$ cat src/rtl/sync_latch_bank.sv
// sync_latch_bank: a bank of CH independent synchronous latch channels.
// Each channel models one of the 1801 asynchronous latch cells. A channel
// runs as a gated D latch when mode=0 and as a clocked RS latch when mode=1.
// The S&R conflict case resolves to reset-wins, set-wins or NOR behaviour,
// depending on PRIO. In NOR behaviour both q and qn drop low.
// q/qn then pass through DLY extra register stages, so FPGA models of
// gate-array netlists keep the cell delay of the original cells.
// Optional feature macro: SYNC_LATCH_BANK_TRACE_EN. When it is defined, the
// block adds an 8-bit saturating count of the cycles in which any chg bit is high.
module sync_latch_bank #(
    parameter int CH   = 8,
    parameter int DLY  = 0,
    parameter int PRIO = 0
) (
    input  logic          clk,
    input  logic          reset_n,
    input  logic [CH-1:0] mode,
    input  logic [CH-1:0] c,
    input  logic [CH-1:0] d,
    input  logic [CH-1:0] s,
    input  logic [CH-1:0] r,
    input  logic          clr,
    input  logic          cfl_clr,
    output logic [CH-1:0] q,
    output logic [CH-1:0] qn,
    output logic [CH-1:0] chg,
`ifdef SYNC_LATCH_BANK_TRACE_EN
    output logic [7:0]    trace_cnt,
`endif
    output logic [CH-1:0] cfl
);

    // Parameter values outside the supported range stop elaboration.
    generate
        if (CH < 1 || CH > 32) begin : g_badCh
            $error("sync_latch_bank: CH must be in 1..32");
        end
        if (DLY < 0 || DLY > 7) begin : g_badDly
            $error("sync_latch_bank: DLY must be in 0..7");
        end
        if (PRIO < 0 || PRIO > 2) begin : g_badPrio
            $error("sync_latch_bank: PRIO must be 0, 1 or 2");
        end
    endgenerate

    logic [CH-1:0] st_q;
    logic [CH-1:0] st_d;
    logic [CH-1:0] forced_d;
    logic [CH-1:0] rawQ_d;
    logic [CH-1:0] rawQn_d;
    logic [CH-1:0] qNext_d;
    logic [CH-1:0] chg_q;
    logic [CH-1:0] cfl_q;
    logic [CH-1:0] cfl_d;
    logic [CH-1:0] pipeQ_q  [DLY+1];
    logic [CH-1:0] pipeQn_q [DLY+1];

    // Next latch state per channel. clr beats every data input. In NOR
    // behaviour (PRIO=2), S&R keeps the stored state and marks the channel
    // as forced-low for this cycle only.
    always_comb begin
        st_d     = st_q;
        forced_d = '0;
        for (int i = 0; i < CH; i++) begin
            if (clr) begin
                st_d[i] = 1'b0;
            end else if (c[i]) begin
                if (!mode[i]) begin
                    st_d[i] = d[i];
                end else begin
                    unique case ({s[i], r[i]})
                        2'b10:   st_d[i] = 1'b1;
                        2'b01:   st_d[i] = 1'b0;
                        2'b11: begin
                            if (PRIO == 0) begin
                                st_d[i] = 1'b0;
                            end else if (PRIO == 1) begin
                                st_d[i] = 1'b1;
                            end else begin
                                forced_d[i] = 1'b1;
                            end
                        end
                        default: st_d[i] = st_q[i];
                    endcase
                end
            end
        end
        rawQ_d  = st_d & ~forced_d;
        rawQn_d = ~st_d & ~forced_d;
    end

    // Conflict flags are sticky. A new conflict wins over a simultaneous clear.
    always_comb begin
        cfl_d = (cfl_q & ~{CH{cfl_clr}}) | (mode & c & s & r);
    end

    // Latch state register.
    always_ff @(posedge clk) begin
        if (!reset_n) begin
            st_q <= '0;
        end else begin
            st_q <= st_d;
        end
    end

    // Output delay line. Stage 0 captures the raw outputs at the sampling
    // edge. Reset flushes every stage to the idle q=0 / qn=1 pattern.
    always_ff @(posedge clk) begin
        if (!reset_n) begin
            for (int j = 0; j <= DLY; j++) begin
                pipeQ_q[j]  <= '0;
                pipeQn_q[j] <= '1;
            end
        end else begin
            pipeQ_q[0]  <= rawQ_d;
            pipeQn_q[0] <= rawQn_d;
            for (int j = 1; j <= DLY; j++) begin
                pipeQ_q[j]  <= pipeQ_q[j-1];
                pipeQn_q[j] <= pipeQn_q[j-1];
            end
        end
    end

    // Select the value that the final q stage will load at the next edge.
    // chg compares this value with the current q.
    generate
        if (DLY == 0) begin : g_noDelay
            assign qNext_d = rawQ_d;
        end else begin : g_delay
            assign qNext_d = pipeQ_q[DLY-1];
        end
    endgenerate

    // Change pulse and conflict flag registers. Both update at the same
    // edge as q.
    always_ff @(posedge clk) begin
        if (!reset_n) begin
            chg_q <= '0;
            cfl_q <= '0;
        end else begin
            chg_q <= qNext_d ^ pipeQ_q[DLY];
            cfl_q <= cfl_d;
        end
    end

    assign q   = pipeQ_q[DLY];
    assign qn  = pipeQn_q[DLY];
    assign chg = chg_q;
    assign cfl = cfl_q;

`ifdef SYNC_LATCH_BANK_TRACE_EN
    logic [7:0] traceCnt_q;
    logic [7:0] traceCnt_d;

    // Count the cycles that show any change pulse. The count stops at 255,
    // and clr restarts it.
    always_comb begin
        traceCnt_d = traceCnt_q;
        if (clr) begin
            traceCnt_d = 8'd0;
        end else if ((|chg_q) && (traceCnt_q != 8'hFF)) begin
            traceCnt_d = traceCnt_q + 8'd1;
        end
    end

    // Trace counter register.
    always_ff @(posedge clk) begin
        if (!reset_n) begin
            traceCnt_q <= 8'd0;
        end else begin
            traceCnt_q <= traceCnt_d;
        end
    end

    assign trace_cnt = traceCnt_q;
`endif

endmodule

$ cat config.mk
export PLATFORM = sky130hd
export DESIGN_NAME = sync_latch_bank
export DESIGN_NICKNAME = d
export VERILOG_FILES = /design/src/rtl/sync_latch_bank.sv
export SDC_FILE = /design/constraint.sdc
export NUM_CORES = 1
export LEC_CHECK = 0
export CORE_ASPECT_RATIO = 1.2
export CORE_MARGIN = 2
export CORE_UTILIZATION = 40
export DETAILED_ROUTE_END_ITERATION = 6
export PLACE_DENSITY = 0.91
export SYNTH_ARGS = -nofsm -noshare
export SYNTH_HDL_FRONTEND = slang
export SYNTH_SLANG_ARGS = --single-unit
export TNS_END_PERCENT = 30
$ cat constraint.sdc
create_clock -name clk -period 3 [get_ports clk]
set_clock_uncertainty 0.05 [all_clocks]
set_input_delay 0.9 -clock clk [delete_from_list [all_inputs] [get_ports clk]]
set_output_delay 0.9 -clock clk [all_outputs]
set_load 0.02 [all_outputs]
==> results.py, run 1 <==
metrics = {
    "grt": {
        "antenna_found_initial": 0,
        "grt_pass1_vias": 1254,
        "grt-ovfl-total": 0,
        "track_usage": 0.192,
        "grt_pass1_wl_um": 5420,
        "grt_max_degree": 17,
    },
    "logic_synthesis": {
        "synth_fp_nets": 183,
        "syn-cell-area_sq_mm": 0.00129,
        "synth_warnings": 0,
        "synth_xor_area_frac": 0,
        "synth.ff_latch_count": 32,
        "synthAdderAreaFrac": 0,
        "synth_cell_types": 13,
        "avgSynthCellArea_sq_um": 9.26,
        "synth_simple_gate_area_share": 0.232,
        "syn_inst": 139,
        "synthMuxAreaShare": 0,
        "synth_compound_area_frac": 0.218,
        "synth_top_family_by_area": "simple AND/OR/NAND/NOR gates",
        "ys_seq_area_frac": 0.498,
    },
    "worst_setup_path": {
        "critPathSlowestCell": "clkdlybuf4s50_1",
        "arrival_ns": 1.38,
        "worstPathMaxFanout": 5,
        "criticalPathCategory": "reg2out",
        "cp-start-kind": "register",
        "critPathMaxStageDelay_ns": 0.63,
        "cp_num_buf_inv": 1,
        "crit_chain": "clkdlybuf4s50_1",
        "worst_ep_required_time_ns": 2.05,
        "regToRegSetupSlack_ns": 1.47,
        "path_delay_family": "buffers and inverters",
        "end_kind": "primary output",
    },
    "final_layout": {
        "post_route_cells_drive_above_1_share": 0.0493,
        "area_delta_synth_final_pct": 67.8,
        "layout.nets": 266,
        "n_antenna_cell": 0,
    },
    "drt": {
        "vias": 1313,
        "drt_iter0_drc": 26,
        "detail_route.wl_per_cell_um": 12.6,
        "dr.pass1.iters": 4,
        "detail-route-antenna-nets": 0,
        "viasPerCell": 5.07,
        "routed_wl_um": 3270,
        "drc": 0,
    },
    "timing": {
        "worstMarginPinSlew_ns": 0.341,
        "finalSetupViolations": 0,
        "finalHoldViolCount": 0,
        "rsz0062_at_grt": "no",
        "max_freq_mhz": 430,
        "finalCritPeriodShare": 0.776,
        "min_period_ns": 2.33,
        "drv_slew": 0,
        "setup_tns_ns": 0,
        "relSlewSlack": 0.772,
        "fin_ws_ns": 0.673,
    },
    "hold_path": {
        "hold_class": "reg2reg",
    },
    "power_and_ir_drop": {
        "vdd_ir_drop_max_v": 0.000300,
        "p_leak_nw": 0.827,
        "power_density_mw_per_mm2": 409,
    },
    "placement": {
        "io_buffers": 75,
        "pre_cts_slack_ns": 0.475,
        "gp_congestion": 0.753,
        "hpwl_um": 2510,
    },
    "die": {
        "die-area_sq_mm": 0.00369,
        "io_pins": 76,
        "start_util": 0.421,
        "rows": 22,
        "fp.dieW_um": 55.8,
        "die_h_um": 66.2,
        "core_area_sq_mm": 0.00306,
    },
    "clocking": {
        "cts_buffer_depth": 2,
        "path_clk_slew_ns": 0.10,
        "cts_buffers": 5,
        "cts_root_buf": "clkbuf_4",
        "cts_tree": "built",
        "clkLatencyLatePin_ns": 0.33,
        "cts_sinks": 32,
        "htree_levels": 2,
        "cts-resized-gates": 0,
        "ctsHoldBuffers": 0,
        "cts_setup_buffers": 0,
    },
    "job": {
        "drv_cap": 0,
    },
    "run_status": {
        "outcome": "finished, final reports clean",
    },
}
[cells in the final DEF, fill, tap and decap left out, types with 3 or more instances in the layout]
cell type        instances
buf_4                    3
o311a_1                  8
nand4_1                  8
clkbuf_4                 5
nand2b_1                16
dfxtp_1                 32
inv_1                   16
a21boi_0                 8
nor2_1                  15
clkdlybuf4s50_1         75
o21ai_0                 16
or4b_1                   8
a21boi_1                 8
[routing by layer]
layer / global-route usage / wire length (um) / vias to the layer above
met5: 0 / 0 / -
met4: 0.143 / 117 / 0
met3: 0.0705 / 264 / 14
met2: 0.318 / 1550 / 56
met1: 0.198 / 1340 / 584
li1: - / - / 659
[cells in the mapped netlist, drive strengths merged]
master | instances | area, sq um
a21boi | 16 | 120
or4b | 8 | 80.1
o311a | 8 | 80.1
inv | 16 | 60.1
clkbuf | 2 | 7.51
nor2 | 15 | 56.3
nor2b | 1 | 6.26
o21ai | 16 | 80.1
dfxtp | 32 | 641
or2 | 1 | 6.26
nand2b | 16 | 100
nand4 | 8 | 50.1
[final timing paths]
kind              startpoint      to  cells past startpoint
hold / removal        cfl[4]  cfl[4]                      2
setup reg to reg     st_q[0]  chg[0]                      4
hold reg to reg       cfl[4]  cfl[4]                      2
setup / recovery     st_q[0]    q[0]                      1
[sequential cells by signal, indices dropped and copies added (netlist names)]
signal,flops
st_q,8
pipeQn_q,8
cfl,8
chg,8
[where the power goes]
part | internal, mW | leakage, nW | switching, mW | total [mW]
clock | 0.115 | 0.0315 | 0.142 | 0.256
sequential | 0.442 | 0.261 | 0.00851 | 0.450
combinational | 0.105 | 0.534 | 0.0719 | 0.177
total | 0.661 | 0.827 | 0.222 | 0.883
[per-stage QoR]
| stage | std cells | hold WS, ns | total power, mW | cell area [sq um] | util |
|---|---|---|---|---|---|
| finish | 259 | 0.431 | 0.883 | 2160 | 0.707 |
| global route | 259 | 0.459 | 0.931 | 2160 | 0.707 |
| CTS | 259 | 0.435 | 0.895 | 2160 | 0.707 |
| detailed placement | 251 | 0.418 | 0.637 | 2100 | 0.687 |
| global placement | 251 | 0.413 | 0.633 | 2100 | 0.687 |
| floorplan | 139 | 0.501 | 0.524 | 1290 | - |
[logic make-up (layout without fill, tap and decap cells)]
logic type,count (synthesis),after routing
buffers and inverters,18,102
and+or+nand+nor,49,49
AOI/OAI and AO/OA,40,40
DFF,32,32
[layout make-up]
class / instances / area, sq um
multi-input cells: 89 / 579
fillers: 247 / 895
clock inverters: 1 / 7.51
repair buffers: 78 / 773
flip-flops and latches: 32 / 641
inverters: 16 / 60.1
well taps: 36 / 45.0
clock buffers: 7 / 55.1
No activity file was read; power rests on OpenSTA's default activity.
==> run 2, diff against run 1 <==
- CORE_UTILIZATION: 40 -> 37
- PLACE_DENSITY: 0.91 -> 0.85
- clock period: 3 -> 2.4 ns (I/O delays scaled with it)
==> run 2 against run 1 <==
Effect of this change:
- register-to-register slack worse by 0.55 ns
- global-route usage down 2.7 points
- combinational power up 24%
- non-clock buffer count unchanged
- clock power up 55%
- critical path depth up 4
- cell count up 0.39%
- design area up 1.3%
- sequential power up 25%
- setup slack worse by 0.36 ns
- die area up 7.6%
- largest power group unchanged
==> results.py, run 2 (same netlist as run 1, synthesis figures left out) <==
metrics = {
    "run_status": {
        "outcome": "finished, final reports clean",
    },
    "worst_setup_path": {
        "worstPathMaxFanout": 3,
        "end_kind": "register",
        "worst_ep_required_time_ns": 2.55,
        "cp-start-kind": "input port",
        "arrival_ns": 2.23,
        "criticalPathCategory": "in2reg",
    },
    "timing": {
        "min_period_ns": 2.08,
        "holdWs_ns": 0.426,
        "max_freq_mhz": 480,
        "finalSetupViolations": 0,
        "relSlewSlack": 0.836,
        "finalHoldViolCount": 0,
        "drv_slew": 0,
        "setup_tns_ns": 0,
        "rsz0062_at_grt": "no",
        "finalCritPeriodShare": 0.868,
        "worstMarginPinSlew_ns": 0.245,
    },
    "placement": {
        "gp_congestion": 0.784,
        "placedCellCount": 252,
        "io_buffers": 75,
        "hpwl_um": 2390,
    },
    "drt": {
        "drt_iter0_drc": 49,
        "detail-route-antenna-nets": 0,
        "vias": 1302,
        "routed_wl_um": 3060,
        "dr.pass1.iters": 4,
        "drc": 0,
        "detail_route.wl_per_cell_um": 11.8,
        "viasPerCell": 5.01,
    },
    "clocking": {
        "cts_setup_buffers": 0,
        "cts-resized-gates": 0,
        "htree_levels": 2,
        "cts_tree": "built",
        "cts_buffer_depth": 2,
        "clkLatencyLatePin_ns": 0.26,
        "cts_sinks": 32,
        "cts_root_buf": "clkbuf_8",
        "ctsHoldBuffers": 0,
        "path_clk_slew_ns": 0.06,
        "cts_buffers": 5,
    },
    "grt": {
        "grt-ovfl-total": 0,
        "grt_pass1_vias": 1148,
        "track_usage": 0.165,
        "grt_max_degree": 18,
        "grt_pass1_wl_um": 5030,
        "antenna_found_initial": 0,
    },
    "hold_path": {
        "hold_class": "reg2reg",
    },
    "power_and_ir_drop": {
        "vdd_ir_drop_max_v": 0.000457,
        "power_density_mw_per_mm2": 540,
        "p_leak_nw": 0.841,
    },
    "die": {
        "core_area_sq_mm": 0.00334,
        "fp.dieW_um": 57.9,
        "io_pins": 76,
        "die-area_sq_mm": 0.00397,
        "die_h_um": 68.6,
        "rows": 23,
        "start_util": 0.386,
    },
    "job": {
        "drv_cap": 0,
    },
    "final_layout": {
        "layout.cells.non_filler": 260,
        "fill_cells": 287,
        "mostFrequentLayoutCells": "clkdlybuf4s50_1, dfxtp_1, inv_1, nand2b_1, o21ai_0",
        "post_route_cells_drive_above_1_share": 0.0448,
        "layout.nets": 266,
        "n_antenna_cell": 0,
        "area_delta_synth_final_pct": 70.1,
        "final_common_cell": "clkdlybuf4s50_1",
    },
}
[run 2: changes by cell type in the layout (fill, tap and decap cells not counted), sizes merged]
cell	before	now
clkinvlp	1	0
clkbuf	7	8
[run 2: worst paths after layout]
check / startpoint / endpoint / slack, ns / cells after the start
max: mode[2] / chg[2] / 0.32 / 5
min: cfl[7] / cfl[7] / 0.43 / 2
max reg2reg: st_q[2] / chg[2] / 0.92 / 4
min reg2reg: cfl[7] / cfl[7] / 0.43 / 2
[run 2: cell type report]
cell class              instances  area, sq um  area share
repair buffers                 78          773       0.353
flip-flops and latches         32          641       0.293
multi-input cells              89          579       0.265
clock buffers                   8         90.1      0.0411
inverters                      16         60.1      0.0274
well taps                      37         46.3      0.0211
[run 2: critical path, cell delays in order]
cell and delay, ns:
clkdlybuf4s50_1 0.50, inv_1 0.05, o311a_1 0.35, or4b_1 0.47, a21boi_1 0.14
[run 2: through the flow]
stage          power (mW)  setup WS (ns)  area, sq um   util
2_1_floorplan       0.655          0.644         1290      -
3_3_place_gp        0.792         0.0861         2100  0.629
3_5_place_dp        0.795         0.0667         2100  0.629
4_1_cts              1.20          0.336         2190  0.656
5_1_grt              1.24          0.246         2190  0.656
6_report             1.18          0.317         2190  0.656
[run 2: power breakdown]
group          total [mW]  switching (mW)  internal (mW)
sequential          0.563          0.0101          0.553
combinational       0.220          0.0890          0.131
clock               0.398           0.165          0.233
total                1.18           0.264          0.917
[run 2: routing by layer]
metal,wire length (um),track usage,part of all wire,up-vias
met2,1580,0.297,0.52,47
met5,0,0,0,-
met3,238,0.0560,0.078,5
met4,31,0.0523,0.010,0
li1,-,-,-,661
met1,1210,0.184,0.40,589
==> run 3, diff against run 2 <==
- CAP_MARGIN: default -> 40
==> results of run 3 <==
Final layout, timing and power as in run 2 (identical DEF).
